==> src/rtl/cpc_audio_pkg.sv <==
// Shared definitions for the CPC audio mixer: pan codes, mixer FSM states and
// the accumulator width rule.
package cpc_audio_pkg;

  localparam logic [1:0] PAN_LEFT   = 2'b00;
  localparam logic [1:0] PAN_CENTRE = 2'b01;
  localparam logic [1:0] PAN_RIGHT  = 2'b10;
  localparam logic [1:0] PAN_MUTE   = 2'b11;

  typedef enum logic [1:0] {
    IDLE  = 2'd0,
    ACCUM = 2'd1,
    BEEP  = 2'd2,
    LATCH = 2'd3
  } mix_state_e;

  // Wide enough that a full sum of channels plus beeps only needs saturation
  // at the output stage.
  function automatic int acc_width(input int ow, input int cw);
    return ((ow > cw + 4) ? ow : cw + 4) + 1;
  endfunction

endpackage

==> src/rtl/sd_dac_1bit.sv <==
// First-order sigma-delta DAC: the carry out of an OW-bit phase accumulator
// is the output bit, giving a ones density of pcm/2^OW.
module sd_dac_1bit #(
  parameter int OW = 16
) (
  input  logic          clk,
  input  logic          rst,
  input  logic [OW-1:0] pcm,
  output logic          bit_out
);

  logic [OW:0] integ;

  always_ff @(posedge clk) begin
    if (rst) begin
      integ <= '0;
    end else begin
      integ <= {1'b0, integ[OW-1:0]} + {1'b0, pcm};
    end
  end

  assign bit_out = integ[OW];

endmodule

==> src/rtl/audio_mixer_nch.sv <==
// N-channel panned stereo mixer with cassette beeps, output saturation and
// per-side 1-bit sigma-delta DACs. One channel is accumulated per clock.
module audio_mixer_nch
  import cpc_audio_pkg::*;
#(
  parameter int          NCH        = 3,
  parameter int          CW         = 14,
  parameter int          OW         = 16,
  parameter int unsigned BEEP_LEVEL = 32'h2000
) (
  input  logic              clk,
  input  logic              rst,
  input  logic              ce_sample,
  input  logic [NCH*CW-1:0] ch_data,
  input  logic [NCH*2-1:0]  ch_pan,
  input  logic              mic,
  input  logic              ear,
  input  logic              mono,
  output logic              busy,
  output logic [OW-1:0]     pcm_left,
  output logic [OW-1:0]     pcm_right,
  output logic              pcm_valid,
  output logic              clip_left,
  output logic              clip_right,
  output logic              audio_out_left,
  output logic              audio_out_right
);

  localparam int AW = acc_width(OW, CW);
  localparam int IW = (NCH > 1) ? $clog2(NCH) : 1;
  localparam logic [AW-1:0] BEEP_AW = AW'(BEEP_LEVEL);

  // Handshake: ce_sample is a one-cycle request accepted only while busy is
  // low; pcm_valid pulses for one cycle when pcm_x and clip_x update.
  mix_state_e    state, state_next;
  logic [IW-1:0] idx;
  logic [AW-1:0] acc_left, acc_right;
  logic [CW-1:0] ch_sample;
  logic [1:0]    pan;
  logic [CW-1:0] add_left, add_right;
  logic [AW-1:0] beep_sum;

  function automatic logic [AW-1:0] sat_add(input logic [AW-1:0] a,
                                            input logic [AW-1:0] b);
    logic [AW:0] s;
    s = {1'b0, a} + {1'b0, b};
    return s[AW] ? {AW{1'b1}} : s[AW-1:0];
  endfunction

  assign ch_sample = ch_data[int'(idx)*CW +: CW];
  assign pan       = ch_pan[int'(idx)*2 +: 2];
  assign busy      = (state != IDLE);

  always_comb begin
    add_left  = '0;
    add_right = '0;
    if (pan != PAN_MUTE) begin
      if (mono) begin
        add_left  = ch_sample;
        add_right = ch_sample;
      end else begin
        case (pan)
          PAN_LEFT:   add_left = ch_sample;
          PAN_CENTRE: begin
            add_left  = ch_sample >> 1;
            add_right = ch_sample >> 1;
          end
          PAN_RIGHT:  add_right = ch_sample;
          default:    ;
        endcase
      end
    end
  end

  always_comb begin
    beep_sum = sat_add(mic ? BEEP_AW : '0, ear ? BEEP_AW : '0);
  end

  always_comb begin
    state_next = state;
    case (state)
      IDLE:    if (ce_sample) state_next = ACCUM;
      ACCUM:   if (idx == IW'(NCH - 1)) state_next = BEEP;
      BEEP:    state_next = LATCH;
      LATCH:   state_next = IDLE;
      default: state_next = IDLE;
    endcase
  end

  always_ff @(posedge clk) begin
    if (rst) begin
      state      <= IDLE;
      idx        <= '0;
      acc_left   <= '0;
      acc_right  <= '0;
      pcm_left   <= '0;
      pcm_right  <= '0;
      pcm_valid  <= 1'b0;
      clip_left  <= 1'b0;
      clip_right <= 1'b0;
    end else begin
      state     <= state_next;
      pcm_valid <= 1'b0;
      case (state)
        IDLE: begin
          if (ce_sample) begin
            acc_left  <= '0;
            acc_right <= '0;
            idx       <= '0;
          end
        end
        ACCUM: begin
          acc_left  <= sat_add(acc_left,  {{(AW-CW){1'b0}}, add_left});
          acc_right <= sat_add(acc_right, {{(AW-CW){1'b0}}, add_right});
          idx       <= idx + IW'(1);
        end
        BEEP: begin
          acc_left  <= sat_add(acc_left,  beep_sum);
          acc_right <= sat_add(acc_right, beep_sum);
        end
        LATCH: begin
          // Any bit above the output width means the sum exceeds full scale.
          clip_left  <= |acc_left[AW-1:OW];
          clip_right <= |acc_right[AW-1:OW];
          pcm_left   <= (|acc_left[AW-1:OW])  ? {OW{1'b1}} : acc_left[OW-1:0];
          pcm_right  <= (|acc_right[AW-1:OW]) ? {OW{1'b1}} : acc_right[OW-1:0];
          pcm_valid  <= 1'b1;
        end
        default: ;
      endcase
    end
  end

  sd_dac_1bit #(.OW(OW)) u_dac_left (
    .clk     (clk),
    .rst     (rst),
    .pcm     (pcm_left),
    .bit_out (audio_out_left)
  );

  sd_dac_1bit #(.OW(OW)) u_dac_right (
    .clk     (clk),
    .rst     (rst),
    .pcm     (pcm_right),
    .bit_out (audio_out_right)
  );

endmodule

==> config.mk <==
export PLATFORM = sky130hd
export DESIGN_NAME = audio_mixer_nch
export DESIGN_NICKNAME = d
export VERILOG_FILES = /design/src/rtl/cpc_audio_pkg.sv /design/src/rtl/sd_dac_1bit.sv /design/src/rtl/audio_mixer_nch.sv
export SDC_FILE = /design/constraint.sdc
export NUM_CORES = 1
export LEC_CHECK = 0
export CORE_MARGIN = 4
export CORE_UTILIZATION = 55
export CTS_BUF_LIST = sky130_fd_sc_hd__clkbuf_4
export CTS_CLUSTER_SIZE = 25
export DETAILED_ROUTE_END_ITERATION = 12
export GPL_TIMING_DRIVEN = 0
export HOLD_SLACK_MARGIN = 0.1
export PLACE_DENSITY = 0.77
export SLEW_MARGIN = 20
export SYNTH_ARGS = -nofsm -noshare
export SYNTH_HDL_FRONTEND = slang
export SYNTH_SLANG_ARGS = --single-unit
==> constraint.sdc <==
create_clock -name clk -period 5.97 [get_ports clk]
set_input_delay 0.8955 -clock clk [delete_from_list [all_inputs] [get_ports clk]]
set_output_delay 0.8955 -clock clk [all_outputs]
set_load 0.005 [all_outputs]
---- Word-level counts from Yosys, hierarchy flattened ----
Index checks and enable logic that the tools add are counted.
storage, ports and cells
  flip-flop bits (word level) ............. 111
  input bits .............................. 54
  output and inout port bits .............. 38
operators by class
  add/sub/neg operators ................... 8
  multiply operators ...................... 1
  eq/ne operators ......................... 9
  shift-type cells ........................ 2
  mux-type cells .......................... 24
  reductions and logical operators ........ 10
operators by type and width
  cell                 count
  $mux 19              6
  $pmux 19 s3          2
  $mux 14              6
  $pmux 14 s2          2
  $shiftx 42x7->14     1
  $add 19x14->20       2
  $add 19x19->20       2
  $add 16x16->17       2
  $mux 16              2
  $add 14x14->15       1
  $eq 2x2->1 const B   4
  $pmux 2 s4           1
  $mux 2               3
  $ne 2x2->1 const B   3
  $reduce_and 2->1     3
  $reduce_or 3->1      2
  $shiftx 6x4->2       1
  $mul 2x3->5 const B  1
  $eq 2x1->1 const B   2
  $logic_not 2->1      2
  $pmux 2 s2           1
  $reduce_bool 2->1    2
  $reduce_bool 3->1    1
  $add 2x1->2 const B  1
  $mux 1               1

---- Longest topological paths before layout ----
Gate-level depths: netlist (run 1).
  depth after elaboration ................. 8
  mapped depth ............................ 21
  gate-level depth less buffers ........... 18

---- Modules after synthesis ----
A second synthesis (run 1) with hierarchy kept.
second synthesis, totals
  cells, all modules ...................... 1043
  area, all modules ....................... 8309.2 µm²
by module, submodules not included
  module           instances  cells each  area each (µm²)  seq. area each (µm²)
  audio_mixer_nch  1          775         5841.9           1541.5
  sd_dac_1bit      2          134         1233.7           340.3

---- Worst setup path before layout (run 1) ----
Ideal clock, no wire load.
  kind .................................... register -> register
  start ................................... reg idx[1]
  end ..................................... reg acc_right[10]
  setup time .............................. 0.095 ns
  arrival ................................. 4.293 ns
  setup slack ............................. 1.582 ns
  stages on the path, launching flop included .. 21
  cells stage by stage .................... dfxtp_1 buf_2 buf_1 mux2i_1 nor2_1 a21oi_1 inv_1 ha_1 nor2b_1 clkbuf_1 nand3b_1 clkbuf_1 o22ai_1 ha_1 nand2_2 o31ai_4 o21a_2 o2111ai_4 a211oi_4 o21ai_1 a221oi_1
on the way
  cells in the longest elaborated chain, start to end .. 8
  elaborated cells on any way between the ends .. 12
  classes of those cells .................. add/sub: 1; mul: 1; eq/ne: 3; shift: 2; mux: 5
ends and longest elaborated chain
  item                                            RTL line                                      text
  start, declared                                 audio_mixer_nch.sv:36                         logic [IW-1:0] idx;
  start signal, assigned                          audio_mixer_nch.sv:115                        idx <= idx + IW'(1);
  $mul 2x3->5 or $shiftx 6x4->2 (tied branches)   audio_mixer_nch.sv:50, audio_mixer_nch.sv:51
  $shiftx 42x7->14, or another cell as far along  audio_mixer_nch.sv:50                         assign ch_sample = ch_data[int'(idx)*CW +: CW];
  $pmux 14 s2                                     audio_mixer_nch.sv:62                         case (pan)
  $mux 14                                         audio_mixer_nch.sv:58                         if (mono) begin
  $mux 14 *                                       audio_mixer_nch.sv:57                         if (pan != PAN_MUTE) begin
  $add 19x14->20 *                                audio_mixer_nch.sv:46                         s = {1'b0, a} + {1'b0, b};
  $mux 19 *                                       audio_mixer_nch.sv:47                         return s[AW] ? {AW{1'b1}} : s[AW-1:0];
  $pmux 19 s3 *                                   audio_mixer_nch.sv:104                        case (state)
  end signal, assigned                            audio_mixer_nch.sv:114                        acc_right <= sat_add(acc_right, {{(AW-CW){1'b0}}, add_right});
  end signal, assigned                            audio_mixer_nch.sv:119                        acc_right <= sat_add(acc_right, beep_sum);
  end, declared                                   audio_mixer_nch.sv:37                         logic [AW-1:0] acc_left, acc_right;
Every way passes the cells marked *; elsewhere a longest branch is shown, timed or not.
A chain may end at the register's enable or synchronous reset.

---- Worst setup path in the final report (run 1) ----
  start ................................... reg idx[0]
  end ..................................... reg acc_right[10]
The elaborated chain is that of the path after synthesis.

==> results of run 1 <==
[registers in the layout (all words and copies together) (netlist names)]
register           flops
acc_right             19
pcm_right             16
clip_right             1
u_dac_right.integ     17
acc_left              19
pcm_valid              1
state                  2
u_dac_left.integ      17
pcm_left              16
idx                    2
clip_left              1
[metal layers]
metal / vias to the layer above / global-route usage [%] / wire, µm
li1: 3830 / - / -
met1: 3468 / 36.1 / 9770
met2: 248 / 39.8 / 9060
met3: 34 / 4.06 / 1480
met4: 0 / 9.40 / 565
met5: - / 0 / 0
[path summary, 6_finish.rpt]
kind                   from       endpoint  slack, ns  depth (start not counted)
setup reg to reg     idx[0]  acc_right[10]       0.56                         19
setup / recovery     idx[0]  acc_right[10]       0.56                         19
hold reg to reg   clip_left      clip_left       0.51                          2
hold / removal    clip_left      clip_left       0.51                          2
[power by group]
group	internal (mW)	leakage, nW	switching (mW)	total (mW)
sequential	0.798	0.895	0.0484	0.846
clock	0.0868	0.0659	0.256	0.343
combinational	0.425	2.76	0.683	1.11
[kinds of logic after synthesis]
logic type | Yosys count | synth area share, %
compound gates | 334 | 27.2
simple gates | 313 | 18.1
buf+inv | 84 | 4.05
mux | 35 | 4.48
xor+xnor | 40 | 4.47
fa+ha+maj | 80 | 13.3
flops | 111 | 28.3
[area by class of cell]
| class | count | area (µm²) |
|---|---|---|
| Antenna cell | 1 | 2.50 |
| Buffer | 52 | 198 |
| Clock buffer | 9 | 67.6 |
| Clock inverter | 6 | 48.8 |
| Fill cell | 1244 | 4830 |
| Inverter | 32 | 120 |
| Multi-Input combinational cell | 802 | 5310 |
| Sequential cell | 111 | 2220 |
| Tap cell | 180 | 225 |
| Timing Repair Buffer | 91 | 911 |
[worst register-to-register path: cells and delay by family, from the launching register on]
kind | cells | cell delay [ns]
flip-flops | 1 | 0.34
AO/OA/AOI/OAI | 8 | 2.07
AND/OR/NAND/NOR | 3 | 0.73
adder cells (fa/ha/maj) | 2 | 0.52
buffers and inverters | 6 | 1.66
[synthesized netlist by cell type (5+ instances only)]
| cell type | number | area [µm²] |
|---|---|---|
| a211oi_1 | 11 | 82.6 |
| a31oi_1 | 20 | 125 |
| and3_1 | 7 | 43.8 |
| nand2_1 | 73 | 274 |
| nor3_1 | 34 | 170 |
| a22oi_1 | 13 | 97.6 |
| fa_1 | 6 | 120 |
| buf_1 | 7 | 26.3 |
| o21ai_0 | 61 | 305 |
| xnor2_1 | 22 | 193 |
| nor3b_1 | 5 | 37.5 |
| or3_1 | 7 | 43.8 |
| o211ai_1 | 5 | 37.5 |
| o31a_1 | 5 | 43.8 |
| nand2b_1 | 13 | 81.3 |
| inv_1 | 32 | 120 |
| nor2b_1 | 13 | 81.3 |
| nor2_1 | 133 | 499 |
| a221oi_1 | 13 | 114 |
| dfxtp_1 | 111 | 2220 |
| clkbuf_1 | 43 | 161 |
| a21o_1 | 30 | 225 |
| ha_1 | 74 | 926 |
| o21a_1 | 14 | 105 |
| nand3_1 | 7 | 35.0 |
| a21oi_1 | 108 | 541 |
| xor2_1 | 18 | 158 |
| o31ai_1 | 6 | 45.0 |
| or2_2 | 5 | 31.3 |
| o22ai_1 | 14 | 87.6 |
| mux2i_1 | 34 | 340 |
[stage by stage]
step,worst slack (ns),hold slack (ns),cells,utilization (%),area [µm²]
final,0.558,0.507,1284,65.3,9100
after global routing,0.120,0.533,1284,65.3,9100
after CTS,0.519,0.509,1283,65.3,9090
after detailed placement,0.548,0.484,1268,64.4,8980
after global placement,0.638,0.473,1268,64.4,8980
after floorplan,1.58,0.466,997,-,7840
[timing repair]
action	in CTS	in global routing
gates resized for setup	0	1
hold buffers	0	0
setup endpoints to repair	0	1
[cell usage in the layout, fill, tap and decap left out, types with 14 or more instances in the layout]
cell type,instances
clkdlybuf4s50_1,91
a21oi_1,108
nor2_1,133
ha_1,74
inv_1,32
o21ai_0,61
a21o_1,30
a31oi_1,20
o21a_1,14
nor3_1,34
nand2_1,73
xor2_1,18
xnor2_1,22
clkbuf_1,43
o22ai_1,14
dfxtp_1,111
mux2i_1,34
==> flow_summary.json, run 1 <==
{
  "yosysWarnings": 0,
  "required_ns": 6.36,
  "syn_nets": 1131,
  "die-area_um2": 16200,
  "worst_ir_drop_vdd_mv": 0.117,
  "die_w_um": 127,
  "synth_edf_count": 0,
  "detail_route.wl_per_cell_um": 16.3,
  "post_cts_buffers": 0,
  "syn-instance-count": 997,
  "worst_ep_arrival_time_ns": 5.80,
  "slowest_delay_ns": 0.52,
  "grt_antenna_before_repair": 1,
  "synthToLayoutAreaGrowth_pct": 16.1,
  "routed_via_density": 5.90,
  "worstSkewPairLatency_ns": 0.48,
  "antenna_left": 0,
  "cp_slowest_cell": "a211oi_4",
  "setup_tns_ns": 0,
  "finalCritPeriodShare_pct": 90.7,
  "setup_viol": 0,
  "clock-sinks": 111,
  "grt_pass1_vias": 6917,
  "core_um2": 13900,
  "crit_family": "compound AO/OA/AOI/OAI gates",
  "fmax_ghz": 0.185,
  "hold_class": "register to register",
  "rows": 43,
  "drc_errors": 1,
  "gr-total-overflow": 0,
  "synth_flop_cell": "dfxtp_1",
  "post-dp-hpwl_mm": 16.7,
  "final.min_clock_period_ns": 5.41,
  "grt_pass1_wl_mm": 34.2,
  "synth.avg_cell_area_um2": 7.86,
  "start_util_pct": 56.3,
  "fin_nets": 1233,
  "gp_congestion": 0.955,
  "cts_max_level": 3,
  "powerDensity_nw_per_um2": 252,
  "ys_async_sr_fraction_pct": 0,
  "crit_fanout": 10,
  "leakage_nw": 3.72,
  "cts_buffer_depth": 2,
  "status": "finished with violations",
  "numCtsBuffers": 9,
  "ys_ff_latch": 111,
  "drive_gt1_share_pct": 3.17,
  "tritoncts": "done",
  "grtUsageTotal_pct": 25.7,
  "cp-end-kind": "register",
  "io_pins": 92,
  "syn_area_um2": 7840,
  "slew_violations": 0,
  "maxCapViolations": 0,
  "wl_mm": 20.9,
  "ys_types": 65,
  "rsz0062_at_grt": "false",
  "violations": "DRC",
  "root_buffer": "clkbuf_4",
  "hold_violations": 0,
  "io_buffers": 91,
  "fin_total_pwr_mw": 2.30,
  "crit_chain": "clkbuf_1, inv_1, nor2_1, clkbuf_1, a21oi_1, inv_1, ha_1, clkbuf_1, nand2b_1, clkbuf_1, o22ai_1, ha_1, nand2_2, o31ai_4, o21a_2, o2111ai_4, a211oi_4, o21ai_1, a221oi_1",
  "crit_top_cell": "clkbuf_1",
  "clk_pin_slew_worst_paths_ns": 0.17,
  "grt_max_degree": 19,
  "worst_pin_slew_ns": 0.926,
  "vias": 7580,
  "skew_ns": 0.00898,
  "drt-initial-drc-count": 629,
  "yosysSeqAreaShare_pct": 28.3,
  "relSlewSlack_pct": 37.8,
  "critPathLaunchType": "register",
  "critPathBufInv": 6,
  "critPathKind": "register to register",
  "dr.pass1.iters": 9,
  "die_h_um": 127
}
(Power assumes the default switching activity.)
==> run 2: changes to the inputs <==
--- a/config.mk
+++ b/config.mk
@@ -6,7 +6,7 @@
 export NUM_CORES = 1
 export LEC_CHECK = 0
 export CORE_MARGIN = 4
-export CORE_UTILIZATION = 55
+export CORE_UTILIZATION = 53
 export CTS_BUF_LIST = sky130_fd_sc_hd__clkbuf_4
 export CTS_CLUSTER_SIZE = 25
 export DETAILED_ROUTE_END_ITERATION = 12
==> constraint.sdc (replaced) <==
create_clock -name clk -period 4.5 [get_ports clk]
set_input_delay 0.675 -clock clk [delete_from_list [all_inputs] [get_ports clk]]
set_output_delay 0.675 -clock clk [all_outputs]
set_load 0.005 [all_outputs]
==> flow_summary.json, run 2 (same netlist as run 1, synthesis figures left out) <==
{
  "status": "completed",
  "final_util_pct": 63.9,
  "dpl.cell_count": 1272,
  "maxCapViolations": 0,
  "io_buffers": 91,
  "fmax_ghz": 0.235,
  "skew_ns": 0.0139,
  "critPathLaunchType": "register",
  "hold_violations": 0,
  "relSlewSlack_pct": 37.5,
  "routed_via_density": 5.88,
  "clock-sinks": 111,
  "wl_mm": 21.0,
  "drc_errors": 0,
  "worst_ep_arrival_time_ns": 4.64,
  "final.min_clock_period_ns": 4.26,
  "detail_route.wl_per_cell_um": 16.2,
  "crit_chain": "buf_6, buf_6, mux2i_1, nor2_1, a21oi_2, inv_1, ha_1, nor2b_1, clkbuf_2, nand3b_1, clkbuf_4, o22ai_1, ha_1, nor2_1, o31ai_4, o21a_2, o2111ai_4, a211oi_4, buf_4, o21ai_1, a221oi_2",
  "dr.pass1.iters": 6,
  "grt_pass1_wl_mm": 34.1,
  "cts_buffer_depth": 2,
  "post-dp-hpwl_mm": 16.5,
  "gr-total-overflow": 0,
  "finalCritPeriodShare_pct": 94.7,
  "antenna_left": 0,
  "slowest_delay_ns": 0.38,
  "most-common-layout-cells": "nor2_1, dfxtp_1, a21oi_1",
  "slew_violations": 0,
  "cp_slowest_cell": "dfxtp_2",
  "root_buffer": "clkbuf_4",
  "rsz0062_at_grt": "false",
  "worst_ir_drop_vdd_mv": 0.171,
  "reg_top3": "acc_left x19, acc_right x19",
  "final_cells": 1294,
  "grt_pass1_vias": 7016,
  "gp_congestion": 0.953,
  "die-area_um2": 16800,
  "hold_class": "register to register",
  "drive_gt1_share_pct": 5.95,
  "critPathKind": "register to register",
  "grtUsageTotal_pct": 24.8,
  "die_w_um": 130,
  "rows": 44,
  "worst_pin_slew_ns": 0.929,
  "cts_max_level": 3,
  "die_h_um": 130,
  "setup_tns_ns": 0,
  "powerDensity_nw_per_um2": 342,
  "crit_fanout": 10,
  "worst_hold_slack_ns": 0.501,
  "synthToLayoutAreaGrowth_pct": 18.5,
  "start_util_pct": 53.9,
  "required_ns": 4.87,
  "fin_nets": 1238,
  "tritoncts": "done",
  "vias": 7611,
  "final_common_cell": "nor2_1",
  "numCtsBuffers": 9,
  "hold_buffers": 0,
  "nFillCells": 1312,
  "leakage_nw": 3.80,
  "io_pins": 92,
  "grt_antenna_before_repair": 1,
  "worstSkewPairLatency_ns": 0.46,
  "cp-end-kind": "register",
  "drt-initial-drc-count": 609,
  "core_um2": 14500,
  "grt_max_degree": 20,
  "setup_viol": 0,
  "clk_pin_slew_worst_paths_ns": 0.17
}
run 2: changes by cell type in the layout (fill, tap and decap cells not counted), moves of 3 or more:
cell      before  now
clkbuf_1      43   34
buf_4          0    7
a21oi_1      108  104
a21oi_2        1    5
clkbuf_2       1    5
clkinv_4       5    1
o21ai_0       61   58
run 2: repair_timing:
| action | CTS | global route |
|---|---|---|
| setup buffers | 3 | 4 |
| pin swaps | 1 | 6 |
| resized for setup | 18 | 23 |
| endpoints found under the setup margin | 37 | 32 |
run 2: routing by layer:
layer / part of all wire, % / routed length (µm) / GRT usage (%) / vias up
met4: 2.3 / 480 / 7.70 / 0
met3: 7.4 / 1550 / 4.12 / 29
met5: 0 / 0 / 0 / -
li1: - / - / - / 3828
met1: 46 / 9650 / 34.1 / 3481
met2: 44 / 9290 / 40.1 / 273
run 2: critical path: cells and delay by family (launching register included):
kind	cells	cell delay (ns)
AOI/OAI and AO/OA	8	1.63
adders and majority gates	2	0.57
and+or+nand+nor	4	0.43
DFF	1	0.38
muxes	1	0.21
buffers and inverters	6	0.98
run 2: cell type report:
class | count | area, µm² | share of cell area [%]
diodes | 1 | 2.50 | 0.0269
plain buffers | 50 | 218 | 2.34
clock buffers | 9 | 67.6 | 0.727
clock inverters | 7 | 78.8 | 0.849
inverters | 32 | 120 | 1.29
multi-input cells | 802 | 5380 | 57.9
flip-flops and latches | 111 | 2230 | 24.0
well taps | 184 | 230 | 2.48
repair buffers | 98 | 963 | 10.4
run 2: stage by stage:
stage / instance area [µm²] / setup WS [ns] / total power, mW
2_1_floorplan: 7840 / 0.112 / 2.17
6_report: 9290 / 0.236 / 3.18
3_3_place_gp: 8980 / -0.817 / 2.58
4_1_cts: 9200 / 0.0334 / 3.13
3_5_place_dp: 8980 / -0.798 / 2.60
5_1_grt: 9290 / 0.0127 / 3.40
run 2: worst paths after layout:
kind                  start           end  slack [ns]  cells past startpoint
setup reg to reg     idx[1]  acc_right[8]        0.24                     21
setup / recovery     idx[1]  acc_right[8]        0.24                     21
hold / removal    clip_left     clip_left        0.50                      2
hold reg to reg   clip_left     clip_left        0.50                      2
run 2: report_power, final:
part / leakage [nW] / switching [mW] / total [mW] / internal (mW)
logic: 2.83 / 0.938 / 1.52 / 0.586
clock network: 0.0765 / 0.347 / 0.524 / 0.177
registers: 0.897 / 0.0718 / 1.13 / 1.06
total: 3.80 / 1.36 / 3.18 / 1.82
